### src/rtl/grey_pixel_sdram_packer.sv
// Elastic FIFO between the grey/Sobel pixel stream and the SDRAM write FIFOs.
// Each 10-bit grey value leaves as a pair of 16-bit R=G=B words.
module grey_pixel_sdram_packer #(
   parameter int DEPTH = 16,
   parameter int CNT_W = 16
) (
   input  logic                     clk,
   input  logic                     rst,
   input  logic [11:0]              iDATA,
   input  logic                     iDVAL,
   input  logic                     iSOF,
   output logic [15:0]              oWR_DATA1,
   output logic [15:0]              oWR_DATA2,
   output logic                     oWR_VALID,
   input  logic                     iWR_READY,
   output logic [$clog2(DEPTH):0]   oLEVEL,
   output logic                     oOVERFLOW,
   output logic [CNT_W-1:0]         oDROP_CNT,
   output logic [7:0]               oFRAME_CNT
);

   localparam int AW = $clog2(DEPTH);

   logic [9:0]       mem [DEPTH];
   logic [AW-1:0]    wr_ptr;
   logic [AW-1:0]    rd_ptr;
   logic [AW:0]      level;
   logic [9:0]       head;
   logic             full;
   logic             sof;
   logic             wr_en;
   logic             rd_en;
   logic             drop;
   logic             unused_lsb;

   // Only the upper ten bits of the pixel are carried through to SDRAM.
   assign unused_lsb = ^iDATA[1:0];

   // Full is judged on the pre-edge level; a frame start always lands its pixel.
   assign full  = (level == (AW+1)'(DEPTH));
   assign sof   = iSOF & iDVAL;
   assign wr_en = iDVAL & (sof | ~full);
   assign drop  = iDVAL & full & ~sof;
   assign rd_en = oWR_VALID & iWR_READY & ~sof;

   // NOTE: the storage array is deliberately left without reset; emptiness is
   // tracked by level and the outputs are masked, so stale entries never leak.
   always_ff @(posedge clk) begin
      if (wr_en) mem[wr_ptr] <= iDATA[11:2];
   end

   // NOTE: all state below uses non-blocking assignments so every register
   // samples pre-edge values, which the full/read rules depend on.
   always_ff @(posedge clk or negedge rst) begin
      if (!rst) begin
         wr_ptr <= '0;
         rd_ptr <= '0;
         level  <= '0;
      end else if (sof) begin
         rd_ptr <= wr_ptr;
         wr_ptr <= wr_ptr + AW'(1);
         level  <= (AW+1)'(1);
      end else begin
         if (wr_en) wr_ptr <= wr_ptr + AW'(1);
         if (rd_en) rd_ptr <= rd_ptr + AW'(1);
         level <= level + (AW+1)'(wr_en) - (AW+1)'(rd_en);
      end
   end

   always_ff @(posedge clk or negedge rst) begin
      if (!rst) begin
         oOVERFLOW  <= 1'b0;
         oDROP_CNT  <= '0;
         oFRAME_CNT <= '0;
      end else if (sof) begin
         oOVERFLOW  <= 1'b0;
         oDROP_CNT  <= '0;
         oFRAME_CNT <= oFRAME_CNT + 8'd1;
      end else if (drop) begin
         oOVERFLOW <= 1'b1;
         if (oDROP_CNT != '1) oDROP_CNT <= oDROP_CNT + CNT_W'(1);
      end
   end

   assign head      = mem[rd_ptr];
   assign oWR_VALID = (level != '0);
   assign oLEVEL    = level;
   assign oWR_DATA1 = oWR_VALID ? {1'b0, head[9:5], head} : 16'h0000;
   assign oWR_DATA2 = oWR_VALID ? {1'b0, head[4:0], head} : 16'h0000;

endmodule

### config.mk
export PLATFORM = sky130hd
export DESIGN_NAME = grey_pixel_sdram_packer
export DESIGN_NICKNAME = d
export VERILOG_FILES = /design/src/rtl/grey_pixel_sdram_packer.sv
export SDC_FILE = /design/constraint.sdc
export NUM_CORES = 1
export LEC_CHECK = 0
export CAP_MARGIN = 20
export CORE_MARGIN = 2
export CORE_UTILIZATION = 54
export CTS_BUF_LIST = sky130_fd_sc_hd__clkbuf_2
export DETAILED_ROUTE_END_ITERATION = 8
export PLACE_DENSITY = 0.81
export SKIP_LAST_GASP = 1
export SLEW_MARGIN = 20
export SYNTH_ARGS = -nofsm -noshare
export SYNTH_HDL_FRONTEND = slang
export SYNTH_SLANG_ARGS = --single-unit
export TNS_END_PERCENT = 5
### constraint.sdc
create_clock -name clk -period 2.9 [get_ports clk]
set_input_delay 0.29 -clock clk [delete_from_list [all_inputs] [get_ports clk]]
set_output_delay 0.29 -clock clk [all_outputs]
set_load 0.01 [all_outputs]
==> metrics.md <==
| Metric | Value |
|---|---|
| Synth-to-Final Area Change | `18.0%` |
| Fmax | `336 MHz` |
| Post-synthesis sequential area ratio | `67.7%` |
| ANT nets after route | `0` |
| Ys async rst share | `19.2%` |
| Most frequent cell after synthesis | `edfxtp_1` |
| DP Worst Slack | `0.0274 ns` |
| Vias | `4936` |
| Hold Crit Class | `primary input to async pin` |
| Final slew viol count | `0` |
| Core area | `15300 µm²` |
| IO buf count | `75` |
| Routability cong. | `0.884` |
| Fraction of layout cells with a size suffix above 1 | `28.4%` |
| Final net count | `648` |
| Drt drc | `0` |
| Tmin final | `2.98 ns` |
| Rows | `45` |
| Power Density | `928 nW/µm²` |
| Final cell count without fillers | `842` |
| Total global-route track usage | `23.5%` |
| Worst setup SP type | `flop` |
| Total power | `9.31 mW` |
| Leakage Power | `3.60 nW` |
| Fin util | `65.5%` |
| Largest net degree at the start of global routing | `44` |
| Cts bufs inserted | `17` |
| Post-synth top area share | `56.5%` |
| Status | `finished with violations` |
| Slew @ Worst Pin | `0.897 ns` |
| Peak supply drop | `0.405 mV` |
| Setup TNS Final | `-1.51 ns` |
| Root buffer cell | `clkbuf_2` |
| Die Wd | `129 µm` |
| DR pass1 iterations | `4` |
| Post-synth EDFFs | `160` |
| Clock Latency Late Sink | `0.81 ns` |
| Overflow left after global routing | `0` |
| Seq cells post-synth | `198` |
| Final worst-path setup slack | `-0.0754 ns` |
| Clk slew on worst S/H paths | `0.31 ns` |
| Crit. End Element | `output pin` |
| IO Pins | `80` |
| CP required | `2.61 ns` |
| Max-Cap Viols | `0` |
| Placed cells | `798` |
| Sink Count | `198` |
| Reg2reg setup slack | `0.01 ns` |
| Hpwl dp | `11800 µm` |
| CP Cell Sequence | `inv_2, ha_4, or4b_4, buf_8, nand2b_4, buf_12, o22ai_4, buf_6` |
| Initial antenna violation count | `1` |
| Worst Skew | `0.0407 ns` |
| Reg2Reg Depth | `14` |
| Final period util | `103%` |
| Routed len/inst | `22.4 µm` |
| Crit path max fanout | `5` |
| CTS tree | `yes` |
| Gate Count Post-Synth | `517` |
| Initial Util | `55.5%` |
| Worst r2r src | `oLEVEL[2]` |
| CP peak stage delay | `0.48 ns` |
| Largest area contributor in the netlist | `edfxtp_1` |
| DRT iter0 DRCs | `407` |
| Relative slew slack | `40.2%` |
| Die area | `16800 µm²` |
| Synth cell types | `52` |
| Final WL | `18800 µm` |
| Final setup violation count | `31` |
| WP data arrival | `2.69 ns` |
| Slowest stage cell, crit path | `or4b_4` |
| Vias per cell | `5.86` |
| Post-synth top flop | `edfxtp_1` |
| Top cells by area, synth | `edfxtp_1 (57%), dfrtp_1 (11%), mux4_2 (11%)` |
| YS warnings | `0` |
| RSZ-0062 raised after global routing | `true` |
| Critical path class | `flop to output pin` |
| Global-route wire length before repair | `28600 µm` |
| Worst flop-to-flop path endpoint | `oLEVEL[4]` |
| Synth cell count leaders | `edfxtp_1 (160), mux4_2 (40), dfrtp_1 (38)` |
| CTS H-tree lvls | `4` |
| Die height | `129 µm` |
| Area of the mapped netlist | `8500 µm²` |
| Post-Synthesis Mean Instance Area | `16.4 µm²` |
| Hold Vio Cnt, Final | `0` |
| Longest Clk Path Bufs | `2` |
| Failing checks | `setup timing` |
| Vias in the first global route | `5034` |
-- cells in the final DEF, fill, tap and decap left out, types with 3 or more instances in the layout --
master,n
nand2_1,24
and3_1,5
dfrtp_1,37
xor2_1,6
a21oi_1,7
nand3_1,11
o21ai_0,3
mux2i_2,5
o22ai_4,6
buf_6,3
nand4_1,5
clkdlybuf4s50_1,44
ha_1,12
nor2_1,22
clkbuf_2,17
nor2b_1,6
inv_2,3
mux2i_1,20
xnor2_1,9
a221o_1,3
inv_6,4
inv_1,14
or3_1,4
nor3_1,8
edfxtp_1,160
nor4_1,4
a21o_1,3
buf_2,28
clkinv_4,3
o2bb2ai_1,3
buf_12,6
o21ai_1,6
mux4_2,40
buf_4,42
nand2b_1,4
o22ai_2,3
o221ai_1,4
-- critical path: cells and delay by family (launching register included) --
family / cells / cell delay (ns)
flops: 1 / 0.47
fa+ha+maj: 1 / 0.13
compound gates: 1 / 0.11
simple gates: 2 / 0.59
buf+inv: 4 / 0.56
-- registers in the layout, summed over array words and instances (netlist names) --
register	cells
mem	160
oDROP_CNT	16
oFRAME_CNT	8
oLEVEL	5
rd_ptr	4
wr_ptr	4
oOVERFLOW	1
-- per-stage QoR --
stage               hold WS [ns]  cell area, µm²
CTS                       0.0654            9990
global placement           0.461            9590
floorplan               -0.00559            8500
global route              0.0960           10000
detailed placement         0.474            9590
finish                    0.0725           10000
-- kinds of logic (layout without fill, tap and decap cells) --
| logic type | after synthesis | count (layout) | share of synthesized area (%) |
|---|---|---|---|
| flops | 198 | 198 | 67.7 |
| simple gates | 107 | 107 | 6.61 |
| mux | 65 | 65 | 13.5 |
| buf+inv | 63 | 175 | 3.86 |
| compound gates | 54 | 54 | 4.53 |
| xor+xnor | 15 | 15 | 1.55 |
| fa+ha+maj | 14 | 14 | 2.15 |
| other cells | 1 | 3 | 0.0441 |
-- final cells by class --
| class | count | area [µm²] |
|---|---|---|
| Clock inverter | 15 | 189 |
| Antenna cell | 1 | 2.50 |
| Fill cell | 1089 | 5280 |
| Timing Repair Buffer | 126 | 1090 |
| Tap cell | 211 | 264 |
| Clock buffer | 17 | 85.1 |
| Inverter | 17 | 63.8 |
| Sequential cell | 198 | 5760 |
| Multi-Input combinational cell | 257 | 2580 |
-- where the power goes --
group          switching [mW]  total [mW]  internal, mW  leakage (nW)
clock                   0.994        1.43         0.439         0.159
sequential              0.269        3.73          3.46          1.93
combinational            2.12        4.15          2.03          1.51
total                    3.39        9.31          5.92          3.60
-- metal layers --
metal  up-vias  track usage [%]  part of all wire [%]
met1      2493             31.1                    41
met2       215             39.1                    50
met3        33             4.21                   6.7
met5         -                0                     0
li1       2195                -                     -
met4         0             9.61                   2.3
-- what timing repair did --
item	in CTS	in global routing
endpoints found under the setup margin	32	32
cloned	2	0
resized for setup	164	5
pin swaps	1	2
hold buffers	1	0
hold endpoints to repair	38	0
buffers inserted	6	2
-- how the worst max path moves through the flow --
stage	startpoint	endpoint	slack [ns]
after floorplan	oLEVEL[3]	oLEVEL[4]	0.004
after global placement	oLEVEL[2]	oLEVEL[4]	0.18
after detailed placement	oLEVEL[2]	oLEVEL[4]	0.03
after CTS	oLEVEL[3]	oWR_DATA1[10]	-0.08
after global routing	oLEVEL[2]	oWR_DATA1[10]	-0.18
final	oLEVEL[2]	oWR_DATA1[10]	-0.08
Power figures use the tool's default switching activity.
